File: config.mk
export PLATFORM = sky130hd
export DESIGN_NAME = light_mode_controller
export DESIGN_NICKNAME = d
export VERILOG_FILES = /design/src/rtl/light_ctrl_pkg.sv /design/src/rtl/press_classifier.sv /design/src/rtl/light_mode_controller.sv
export SDC_FILE = /design/constraint.sdc
export NUM_CORES = 1
export LEC_CHECK = 0
export ABC_AREA = 0
export ABC_CLOCK_PERIOD_IN_PS = 1800
export CAP_MARGIN = 0
export CORE_UTILIZATION = 56
export DETAILED_ROUTE_END_ITERATION = 12
export HOLD_SLACK_MARGIN = 0.03
export PLACE_DENSITY = 0.8
export SYNTH_ARGS = -nofsm -noshare
export SYNTH_HDL_FRONTEND = slang
export SYNTH_SLANG_ARGS = --single-unit
File: constraint.sdc
create_clock -name clk -period 1.8 [get_ports clk]
set_clock_uncertainty 0.1 [all_clocks]
set_input_delay 0.27 -clock clk [delete_from_list [all_inputs] [get_ports clk]]
set_output_delay 0.27 -clock clk [all_outputs]
set_load 0.005 [all_outputs]
File: src/rtl/light_ctrl_pkg.sv
// Shared types for the lighting sequencer: FSM state encoding, button events
// and the output decode helpers used by light_mode_controller.
package light_ctrl_pkg;

    typedef enum logic [2:0] {
        AUTO_OFF   = 3'd0,
        AUTO_ON    = 3'd1,
        AUTO_HOLD  = 3'd2,
        MANUAL_OFF = 3'd3,
        MANUAL_ON  = 3'd4
    } state_t;

    typedef enum logic [1:0] {
        EVT_NONE  = 2'd0,
        EVT_SHORT = 2'd1,
        EVT_LONG  = 2'd2
    } press_evt_t;

    function automatic logic state_lamp(input state_t s);
        return (s == AUTO_ON) || (s == MANUAL_ON);
    endfunction

    function automatic logic state_manual(input state_t s);
        return (s == MANUAL_OFF) || (s == MANUAL_ON);
    endfunction

endpackage

File: src/rtl/press_classifier.sv
// Measures how long the debounced button is held and emits a registered
// one-cycle EVT_SHORT on release or EVT_LONG when the hold reaches LONG_PRESS_T.
module press_classifier
    import light_ctrl_pkg::*;
#(
    parameter int LONG_PRESS_T = 3000,
    parameter int MIN_PRESS_T  = 10
) (
    input  logic       clk,
    input  logic       rst_n,
    input  logic       button_i,
    output press_evt_t evt_o
);

    localparam int CW      = $clog2(LONG_PRESS_T + 1);
    // A minimum above the long threshold can never yield a short press.
    localparam int MIN_SAT = (MIN_PRESS_T > LONG_PRESS_T) ? LONG_PRESS_T : MIN_PRESS_T;
    localparam logic [CW-1:0] LONG_C    = CW'(LONG_PRESS_T);
    localparam logic [CW-1:0] LONG_M1_C = CW'(LONG_PRESS_T - 1);
    localparam logic [CW-1:0] MIN_C     = CW'(MIN_SAT);

    logic [CW-1:0] press_cnt_q, press_cnt_d;
    press_evt_t    evt_q, evt_d;

    // Next hold count and the event it produces at this edge.
    always_comb begin
        press_cnt_d = press_cnt_q;
        evt_d       = EVT_NONE;
        if (button_i) begin
            if (press_cnt_q != LONG_C) begin
                press_cnt_d = press_cnt_q + CW'(1);
                if (press_cnt_q == LONG_M1_C) begin
                    evt_d = EVT_LONG;
                end else begin
                    evt_d = EVT_NONE;
                end
            end else begin
                press_cnt_d = press_cnt_q;
                evt_d       = EVT_NONE;
            end
        end else begin
            press_cnt_d = '0;
            if ((press_cnt_q >= MIN_C) && (press_cnt_q < LONG_C)) begin
                evt_d = EVT_SHORT;
            end else begin
                evt_d = EVT_NONE;
            end
        end
    end

    // Counter and event registers.
    always_ff @(posedge clk or negedge rst_n) begin
        if (!rst_n) begin
            press_cnt_q <= '0;
            evt_q       <= EVT_NONE;
        end else begin
            press_cnt_q <= press_cnt_d;
            evt_q       <= evt_d;
        end
    end

    assign evt_o = evt_q;

endmodule

File: src/rtl/light_mode_controller.sv
// Lighting sequencer: automatic (presence-driven) vs manual mode selection.
// Define LIGHT_CTRL_HOLDOFF_EN to build the post-shutdown infrared holdoff.
module light_mode_controller
    import light_ctrl_pkg::*;
#(
    parameter int LONG_PRESS_T = 3000,
    parameter int MIN_PRESS_T  = 10,
    parameter int HOLDOFF_T    = 500
) (
    input  logic clk,
    input  logic rst_n,
    input  logic push_button,
    input  logic infravermelho,
    input  logic shutdown,
    output logic lamp,
    output logic mode_manual,
    output logic timer_rst
);

    press_evt_t evt_s;
    state_t     state_q, state_d;
    logic       lamp_q, mode_manual_q, timer_rst_q;

    press_classifier #(
        .LONG_PRESS_T (LONG_PRESS_T),
        .MIN_PRESS_T  (MIN_PRESS_T)
    ) u_press_classifier (
        .clk      (clk),
        .rst_n    (rst_n),
        .button_i (push_button),
        .evt_o    (evt_s)
    );

`ifdef LIGHT_CTRL_HOLDOFF_EN
    localparam int HCW = $clog2(HOLDOFF_T + 1);
    localparam logic [HCW-1:0] HOLD_LAST_C = HCW'(HOLDOFF_T - 1);
    logic [HCW-1:0] hold_cnt_q, hold_cnt_d;
`else
    // HOLDOFF_T has no effect in this build.
    if (HOLDOFF_T < 0) begin : g_holdoff_unused
    end
`endif

    // Next-state logic; long press outranks short press, which outranks sensors.
    always_comb begin
        state_d = state_q;
`ifdef LIGHT_CTRL_HOLDOFF_EN
        hold_cnt_d = hold_cnt_q;
`endif
        case (state_q)
            AUTO_OFF: begin
                if (evt_s == EVT_LONG) begin
                    state_d = MANUAL_OFF;
                end else if (infravermelho) begin
                    state_d = AUTO_ON;
                end else begin
                    state_d = AUTO_OFF;
                end
            end
            AUTO_ON: begin
                if (evt_s == EVT_LONG) begin
                    state_d = MANUAL_ON;
                end else if (shutdown) begin
`ifdef LIGHT_CTRL_HOLDOFF_EN
                    state_d    = AUTO_HOLD;
                    hold_cnt_d = '0;
`else
                    state_d = AUTO_OFF;
`endif
                end else begin
                    state_d = AUTO_ON;
                end
            end
`ifdef LIGHT_CTRL_HOLDOFF_EN
            AUTO_HOLD: begin
                if (evt_s == EVT_LONG) begin
                    state_d = MANUAL_OFF;
                end else if (hold_cnt_q == HOLD_LAST_C) begin
                    state_d = AUTO_OFF;
                end else begin
                    state_d    = AUTO_HOLD;
                    hold_cnt_d = hold_cnt_q + HCW'(1);
                end
            end
`endif
            MANUAL_OFF: begin
                if (evt_s == EVT_LONG) begin
                    state_d = AUTO_OFF;
                end else if (evt_s == EVT_SHORT) begin
                    state_d = MANUAL_ON;
                end else begin
                    state_d = MANUAL_OFF;
                end
            end
            MANUAL_ON: begin
                if (evt_s == EVT_LONG) begin
                    state_d = AUTO_OFF;
                end else if (evt_s == EVT_SHORT) begin
                    state_d = MANUAL_OFF;
                end else begin
                    state_d = MANUAL_ON;
                end
            end
            default: begin
                state_d = AUTO_OFF;
            end
        endcase
    end

    // State register with outputs decoded from the next state so they track it.
    always_ff @(posedge clk or negedge rst_n) begin
        if (!rst_n) begin
            state_q       <= AUTO_OFF;
            lamp_q        <= 1'b0;
            mode_manual_q <= 1'b0;
            timer_rst_q   <= 1'b1;
`ifdef LIGHT_CTRL_HOLDOFF_EN
            hold_cnt_q    <= '0;
`endif
        end else begin
            state_q       <= state_d;
            lamp_q        <= state_lamp(state_d);
            mode_manual_q <= state_manual(state_d);
            timer_rst_q   <= (state_d != AUTO_ON);
`ifdef LIGHT_CTRL_HOLDOFF_EN
            hold_cnt_q    <= hold_cnt_d;
`endif
        end
    end

    assign lamp        = lamp_q;
    assign mode_manual = mode_manual_q;
    assign timer_rst   = timer_rst_q;

endmodule
==> impl_results.html <==
<table>
<tr><th>Metric</th><th>Value</th></tr>
<tr><th colspan="2">STA</th></tr>
<tr><td>Share of the clock period used by the worst path</td><td>between 90% and 100%</td></tr>
<tr><td>Final setup vio count</td><td>0</td></tr>
<tr><td>Setup total negative slack</td><td>0 ps</td></tr>
<tr><td>Post-route setup slack</td><td>110 ps</td></tr>
<tr><td>Final number of hold-violating endpoints</td><td>0</td></tr>
<tr><td>Worst Tran Pin Value</td><td>roughly 360 ps</td></tr>
<tr><td>Unrepaired setup endpoints after global routing</td><td>no</td></tr>
<tr><td>Worst hold-check slack</td><td>roughly 190 ps</td></tr>
<tr><td>Max_slew headroom</td><td>between 70% and 80%</td></tr>
<tr><td>Maximum achievable frequency</td><td>~0.6 GHz</td></tr>
<tr><td>Post-layout minimum cycle time</td><td>about 1700 ps</td></tr>
<tr><td>Pins Over Slew Limit</td><td>0</td></tr>
<tr><th colspan="2">Finish</th></tr>
<tr><td>Synthesis-to-layout area growth</td><td>13.3%</td></tr>
<tr><td>Most common library cell in the layout ignoring fill and taps</td><td>sky130_fd_sc_hd__dfrtp_1</td></tr>
<tr><td>Filler Cells Inserted</td><td>151</td></tr>
<tr><td>Fraction of layout instances using a drive strength above 1</td><td>a little over an eighth</td></tr>
<tr><td>Number of nets in the finished design</td><td>~130</td></tr>
<tr><td>Number of diodes added for antenna fixing</td><td>0</td></tr>
<tr><td>Count of non-filler cells in the finished layout</td><td>140</td></tr>
<tr><td>Final core utilization</td><td>a little over two thirds</td></tr>
<tr><td>Top library cells by usage in the layout, fill and taps aside</td><td>19 x sky130_fd_sc_hd__dfrtp_1, 11 x sky130_fd_sc_hd__and2_1, 10 x sky130_fd_sc_hd__xnor2_1</td></tr>
<tr><td>Summed area of non-filler cells in the final layout</td><td>around 0.0013 sq mm</td></tr>
<tr><th colspan="2">Worst setup path</th></tr>
<tr><td>Sort of element at the start of the critical path</td><td>flip-flop</td></tr>
<tr><td>Worst stage delay on the critical path</td><td>roughly 530 ps</td></tr>
<tr><td>Number of buffer and inverter stages on the critical path</td><td>1</td></tr>
<tr><td>Data arrival time of the worst path</td><td>1320 ps</td></tr>
<tr><td>Crit path capture type</td><td>output pin</td></tr>
<tr><td>Cell with the largest stage delay on the worst path</td><td>sky130_fd_sc_hd__dfstp_2</td></tr>
<tr><td>Class of the most critical setup path</td><td>reg2out</td></tr>
<tr><td>Worst EP required</td><td>1430 ps</td></tr>
<tr><td>Worst-path cell chain</td><td>clkdlybuf4s50_1</td></tr>
<tr><td>CP max FO</td><td>1</td></tr>
<tr><td>Cell class contributing the biggest share of worst-path delay</td><td>flip-flops</td></tr>
<tr><th colspan="2">Global route</th></tr>
<tr><td>Fraction of met2 tracks used by global routing</td><td>42.8%</td></tr>
<tr><td>Largest net degree at the start of global routing</td><td>21</td></tr>
<tr><td>Wire length of the first global-routing pass</td><td>between 3000 and 4000 microns</td></tr>
<tr><td>GR Layer Usage met1</td><td>25.7%</td></tr>
<tr><td>Global Route Usage Sum</td><td>about a quarter</td></tr>
<tr><td>Initial antenna violation count</td><td>0</td></tr>
<tr><td>Global route total overflow</td><td>0</td></tr>
<tr><td>Layer with the highest usage after global routing</td><td>met2</td></tr>
<tr><td>Via count of the first global-routing pass</td><td>~800</td></tr>
<tr><td>Global routing met3 resource utilization</td><td>under 10%</td></tr>
<tr><th colspan="2">Place</th></tr>
<tr><td>Post-Place Cell Area</td><td>~0.0012 sq mm</td></tr>
<tr><td>HPWL reported at the end of detailed placement</td><td>1470 microns</td></tr>
<tr><td>Input/output buffers</td><td>7</td></tr>
<tr><td>Post-Place Cells</td><td>about 140</td></tr>
<tr><td>Final weighted congestion in routability-driven placement</td><td>around 0.84</td></tr>
<tr><td>DP Worst Slack</td><td>111 ps</td></tr>
<tr><th colspan="2">Logic synthesis</th></tr>
<tr><td>Library cell with the largest summed area after synthesis</td><td>sky130_fd_sc_hd__dfrtp_1</td></tr>
<tr><td>Sequential-to-total area share from yosys stat</td><td>between 40 and 50%</td></tr>
<tr><td>Post-synthesis register bit count</td><td>20</td></tr>
<tr><td>Netlist Area Pre-Place</td><td>roughly 0.0011 sq mm</td></tr>
<tr><td>Synth Net Count</td><td>~110</td></tr>
<tr><td>Synth top area cells</td><td>sky130_fd_sc_hd__dfrtp_1 43%, sky130_fd_sc_hd__xnor2_1 7.9%, sky130_fd_sc_hd__and2_1 6.2%, sky130_fd_sc_hd__ha_1 4.5%, sky130_fd_sc_hd__dfstp_2 2.4%</td></tr>
<tr><td>Yosys warning count</td><td>0</td></tr>
<tr><td>Xor/xnor share of the synthesized area</td><td>under 10%</td></tr>
<tr><td>Fraction of synthesized cell area taken by the top area cell type</td><td>between 40% and 50%</td></tr>
<tr><td>Adder-cell area share of the yosys netlist</td><td>under 10%</td></tr>
<tr><td>Combinational family with the most area after synthesis</td><td>simple AND/OR/NAND/NOR gates</td></tr>
<tr><td>Syn Inst Count</td><td>between 100 and 150</td></tr>
<tr><td>Share of the synthesized area in compound gates (AO/OA/AOI/OAI)</td><td>approximately 6.4%</td></tr>
<tr><td>Mapped Avg Cell Area</td><td>about 11 sq um</td></tr>
<tr><td>Post-synthesis simple-gate area fraction</td><td>about 30%</td></tr>
<tr><td>Netlist cell types</td><td>36</td></tr>
<tr><td>Share of cell area taken by muxes after synthesis</td><td>under 10%</td></tr>
<tr><th colspan="2">Clocking</th></tr>
<tr><td>Setup Fix Bufs, Post-CTS</td><td>0</td></tr>
<tr><td>Count of H-tree levels built during CTS</td><td>1</td></tr>
<tr><td>Post-CTS clock slew at the launch and capture registers of the worst setup and hold paths</td><td>110 ps</td></tr>
<tr><td>Num CTS Buffers</td><td>3</td></tr>
<tr><td>Number of hold-repair buffers added at the cts stage</td><td>0</td></tr>
<tr><td>Insertion delay to the later sink of the worst-skew pair</td><td>310 ps</td></tr>
<tr><td>Clock Tree Root</td><td>sky130_fd_sc_hd__clkbuf_4</td></tr>
<tr><td>Clock Tree Buf Depth</td><td>2</td></tr>
<tr><td>Post-cts sizing count</td><td>0</td></tr>
<tr><td>Clock tree from TritonCTS</td><td>done</td></tr>
<tr><td>Total number of clock tree sinks</td><td>20</td></tr>
<tr><th colspan="2">Route</th></tr>
<tr><td>WL/cell</td><td>between 10 and 15 microns</td></tr>
<tr><td>DRC violations left</td><td>0</td></tr>
<tr><td>Total Wirelength</td><td>between 2000 and 2500 microns</td></tr>
<tr><td>Vias per cell</td><td>about 5.8</td></tr>
<tr><td>First-pass iteration count of the detailed router</td><td>4</td></tr>
<tr><td>Antenna viol nets, final</td><td>0</td></tr>
<tr><td>Via count</td><td>between 800 and 900</td></tr>
<tr><td>Starting DRT DRC Count</td><td>18</td></tr>
<tr><th colspan="2">Die</th></tr>
<tr><td>Number of standard-cell rows in the floorplan</td><td>15</td></tr>
<tr><td>I/O pin count</td><td>8</td></tr>
<tr><td>DIE AREA</td><td>about 0.0022 sq mm</td></tr>
<tr><td>Die X-Extent</td><td>~47 microns</td></tr>
<tr><td>Chip Height</td><td>between 40 and 50 microns</td></tr>
<tr><td>Initial Util</td><td>61.8%</td></tr>
<tr><td>Standard cell core area</td><td>approximately 0.0018 sq mm</td></tr>
<tr><th colspan="2">Power</th></tr>
<tr><td>Leak</td><td>0.527 nW</td></tr>
<tr><td>Worst voltage drop across the vdd grid</td><td>just under 0.5 mV</td></tr>
<tr><td>Ratio of total power to cell area</td><td>648 mW/mm^2</td></tr>
<tr><td>Power, Total</td><td>a little over 0.8 mW</td></tr>
<tr><th colspan="2">Min path</th></tr>
<tr><td>Type of the most critical hold path</td><td>in2async</td></tr>
<tr><th colspan="2">Run</th></tr>
<tr><td>Max-capacitance violation count</td><td>0</td></tr>
<tr><th colspan="2">Status</th></tr>
<tr><td>Outcome</td><td>complete, no violations</td></tr>
</table>
[path summary, 6_finish.rpt]
| path | from | endpoint | slack, ps | cells after the start |
|---|---|---|---|---|
| min reg2reg | u_press_classifier.press_cnt_q[1]$_DFFE_PN0P_ | u_press_classifier.press_cnt_q[1]$_DFFE_PN0P_ | 530 | 2 |
| min | rst_n | u_press_classifier.press_cnt_q[7]$_DFFE_PN0P_ | 190 | 2 |
| max reg2reg | u_press_classifier.evt_o[0]$_DFF_PN0_ | lamp$_DFF_PN0_ | 120 | 5 |
| max | timer_rst$_DFF_PN1_ | timer_rst | 110 | 1 |
| max in group asynchronous | rst_n | timer_rst$_DFF_PN1_ | 1140 | 2 |
| min in group clk | u_press_classifier.press_cnt_q[1]$_DFFE_PN0P_ | u_press_classifier.press_cnt_q[1]$_DFFE_PN0P_ | 530 | 2 |
[Yosys cell counts (all sizes together)]
cell     count
or2          1
inv          4
a21oi        2
mux2         1
o21ai        3
and4         2
nand4        4
nand4bb      2
xnor2       10
nor2         2
dfstp        1
buf          3
o31ai        1
nand2        6
and2        11
o21a         1
nor3         1
clkbuf       1
mux2i        2
or3b         1
nor3b        1
ha           4
nor4         4
nand3b       1
nand3        6
and3         1
nand4b       3
a31oi        1
dfrtp       19
nor2b        2
o311ai       2
[registers in the layout, summed over array words and instances, names as in the netlist]
signal,count
u_press_classifier.press_cnt_q,12
state_q,3
u_press_classifier.evt_o,2
lamp,1
mode_manual,1
timer_rst,1
[metal layers]
layer	wire (microns)	part of all wire [%]
met1	908	44
met2	1080	52
met3	57	2.7
met4	41	2.0
met5	0	0
[cell type report]
type	count	area [sq um]	share of cell area, %
Clock buffer	4	36.3	2.88
Inverter	4	15.0	1.19
Multi-Input combinational cell	75	569	45.1
Sequential cell	20	502	39.8
Tap cell	25	31.3	2.48
Timing Repair Buffer	12	108	8.53
[cell families after synthesis]
| kind of cell | count (synthesis) |
|---|---|
| multiplexers | 3 |
| buffers and inverters | 8 |
| AND/OR/NAND/NOR | 48 |
| flip-flops | 20 |
| AO/OA/AOI/OAI | 10 |
| XOR/XNOR | 10 |
| adder cells (fa/ha/maj) | 4 |
[where the power goes]
part / internal [mW] / total [mW] / leakage [nW] / switching [mW]
clock network: 0.124 / 0.259 / 0.0210 / 0.135
registers: 0.466 / 0.483 / 0.268 / 0.0165
logic: 0.0417 / 0.0751 / 0.237 / 0.0334
total: 0.632 / 0.817 / 0.527 / 0.185
(Power assumes the default switching activity.)
==> patch: new RTL, same settings <==
`LONG_PRESS_T` is set to 3000 in 2 places; all go to 750.
--- a/src/rtl/press_classifier.sv
+++ b/src/rtl/press_classifier.sv
@@ -3,7 +3,7 @@
 module press_classifier
     import light_ctrl_pkg::*;
 #(
-    parameter int LONG_PRESS_T = 3000,
+    parameter int LONG_PRESS_T = 750,
     parameter int MIN_PRESS_T  = 10
 ) (
     input  logic       clk,
--- a/src/rtl/light_mode_controller.sv
+++ b/src/rtl/light_mode_controller.sv
@@ -3,7 +3,7 @@
 module light_mode_controller
     import light_ctrl_pkg::*;
 #(
-    parameter int LONG_PRESS_T = 3000,
+    parameter int LONG_PRESS_T = 750,
     parameter int MIN_PRESS_T  = 10,
     parameter int HOLDOFF_T    = 500
 ) (
Check against the original RTL: no difference found for any inputs over 10 cycles, from zero or initial values and one cycle with rst_n low; that may be too few to reach the edited logic, so the function may still have changed.
==> patch against the original RTL <==
Sequential share of layout area rose by 0.69 points. Critical path type is now flip-flop to flip-flop. Wire length down 19%. Critical endpoint is now lamp$_DFF_PN0_. Setup slack worse by 0.041 ns. Total power down 11%. Die area is 14% lower. First-iteration DRC count up 33%. Sequential cell count fell by 2. Count of clock-buffer cells in the layout stayed put. Area after synthesis down 15%. Cell area fell by 12%.
==> patch: results <==
[outcome]
status = completed

[yosys]
synth_commonest_cells = dfrtp_1, and2_1, nand2_1, xnor2_1
synth.area.top_cells = dfrtp_1, ha_1, xnor2_1
yosysUniqueCellTypes = 31
avgSynthCellArea_sq_um = 10.78
synth_seq_area_share = 0.4763
syn-num-nets = 98

[grt]
grt_first_pass_wirelength_um = 2884
grt_max_degree = 19
grt_pass1_vias = 655
grt_use_total = 0.2119

[setup_path]
arrival_ns = 1.81
critical_path_class = flip-flop to flip-flop
r2r_setup_slack_ns = 0.07
crit_path_max_fanout = 4
worst_r2r_path_depth = 6

[placement]
dpl.hpwl_um = 1161
place_congestion = 0.8455

[final_layout]
num_antenna_cells = 0
drive_gt1_frac = 0.1961
regMostFlops = u_press_classifier.press_cnt_q
n_fill_cell = 124
fin_nets = 113
largest_reg_flops = 10

[route]
vias = 684
wl_per_cell_um = 14.36
initialDrtViolationCount = 24
dr.pass1.iters = 4
via_per_inst = 5.797

[pwr]
ir_drop_v = 0.0005073
p_leak_nw = 0.5105

[clocking]
clk_latency_ns = 0.29

[sta]
maxSlewHeadroom = 0.7612
patch: cell count changes after synthesis, moves of 3 or more:
| cell | change |
|---|---|
| and2_1 | -5 |
| xnor2_1 | -4 |
| nand3_1 | -3 |
| and3_1 | +4 |
| nor4_1 | -3 |
patch: through the flow:
step	area [sq um]	util	hold WS, ns	worst slack [ns]
CTS	1087	0.7054	0.2047	0.03733
global route	1116	0.7240	0.2266	-0.01555
finish	1116	0.7240	0.1934	0.06897
detailed placement	1061	0.6883	0.4553	0.06277
global placement	1061	0.6883	0.4565	0.06833
floorplan	948.4	-	-0.1256	0.1364
patch: cell type report:
class                      instances  area (sq um)  area share
timing repair buffer              12         107.6     0.09641
tap                               16         20.02     0.01794
inverter                           4         15.01     0.01345
sequential                        18         451.7      0.4047
multi-input combinational         64         495.5      0.4439
clock buffer                       4         26.28     0.02354
patch: what timing repair did:
item / CTS / global route
gates resized for setup: 0 / 5
buffers inserted: 0 / 1
hold buffers: 0 / 0
setup endpoints to repair: 0 / 1
patch: cell families after synthesis:
family,Yosys count,synth area share
buf+inv,6,0.02375
compound gates,16,0.1227
flops,18,0.4763
simple gates,35,0.2296
fa+ha+maj,5,0.06596
xor+xnor,6,0.05541
mux,2,0.02638
patch: power by group:
part	internal [W]	total (W)	switching, W
registers	0.000422	0.000440	0.0000187
clock network	0.0000862	0.000204	0.000118
logic	0.0000485	0.0000819	0.0000335
total	0.000556	0.000726	0.000170
patch: worst min path at each step:
stage	slack (ns)	cells past startpoint	end	startpoint
after global routing	0.23	2	u_press_classifier.press_cnt_q[5]$_DFFE_PN0P_	rst_n
after detailed placement	0.46	1	u_press_classifier.press_cnt_q[2]$_DFFE_PN0P_	u_press_classifier.press_cnt_q[2]$_DFFE_PN0P_
after floorplan	-0.13	0	lamp$_DFF_PN0_	rst_n
after global placement	0.46	1	u_press_classifier.press_cnt_q[2]$_DFFE_PN0P_	u_press_classifier.press_cnt_q[2]$_DFFE_PN0P_
after CTS	0.20	2	u_press_classifier.press_cnt_q[6]$_DFFE_PN0P_	rst_n
final	0.19	2	u_press_classifier.press_cnt_q[6]$_DFFE_PN0P_	rst_n
patch: worst max-delay path: stages (launching register included):
cell     delay, ns
dfrtp_1       0.41
inv_2         0.08
ha_4          0.15
or4b_4        0.46
nand3_2       0.11
nor2_2        0.05
mux2_4        0.26
patch: per-layer routing:
metal,vias to the layer above,routed length (um),global-route usage
met5,-,0,0
li1,345,-,-
met2,13,789,0.3164
met1,324,826,0.2961
met4,0,14,0.07879
met3,2,64,0.05532
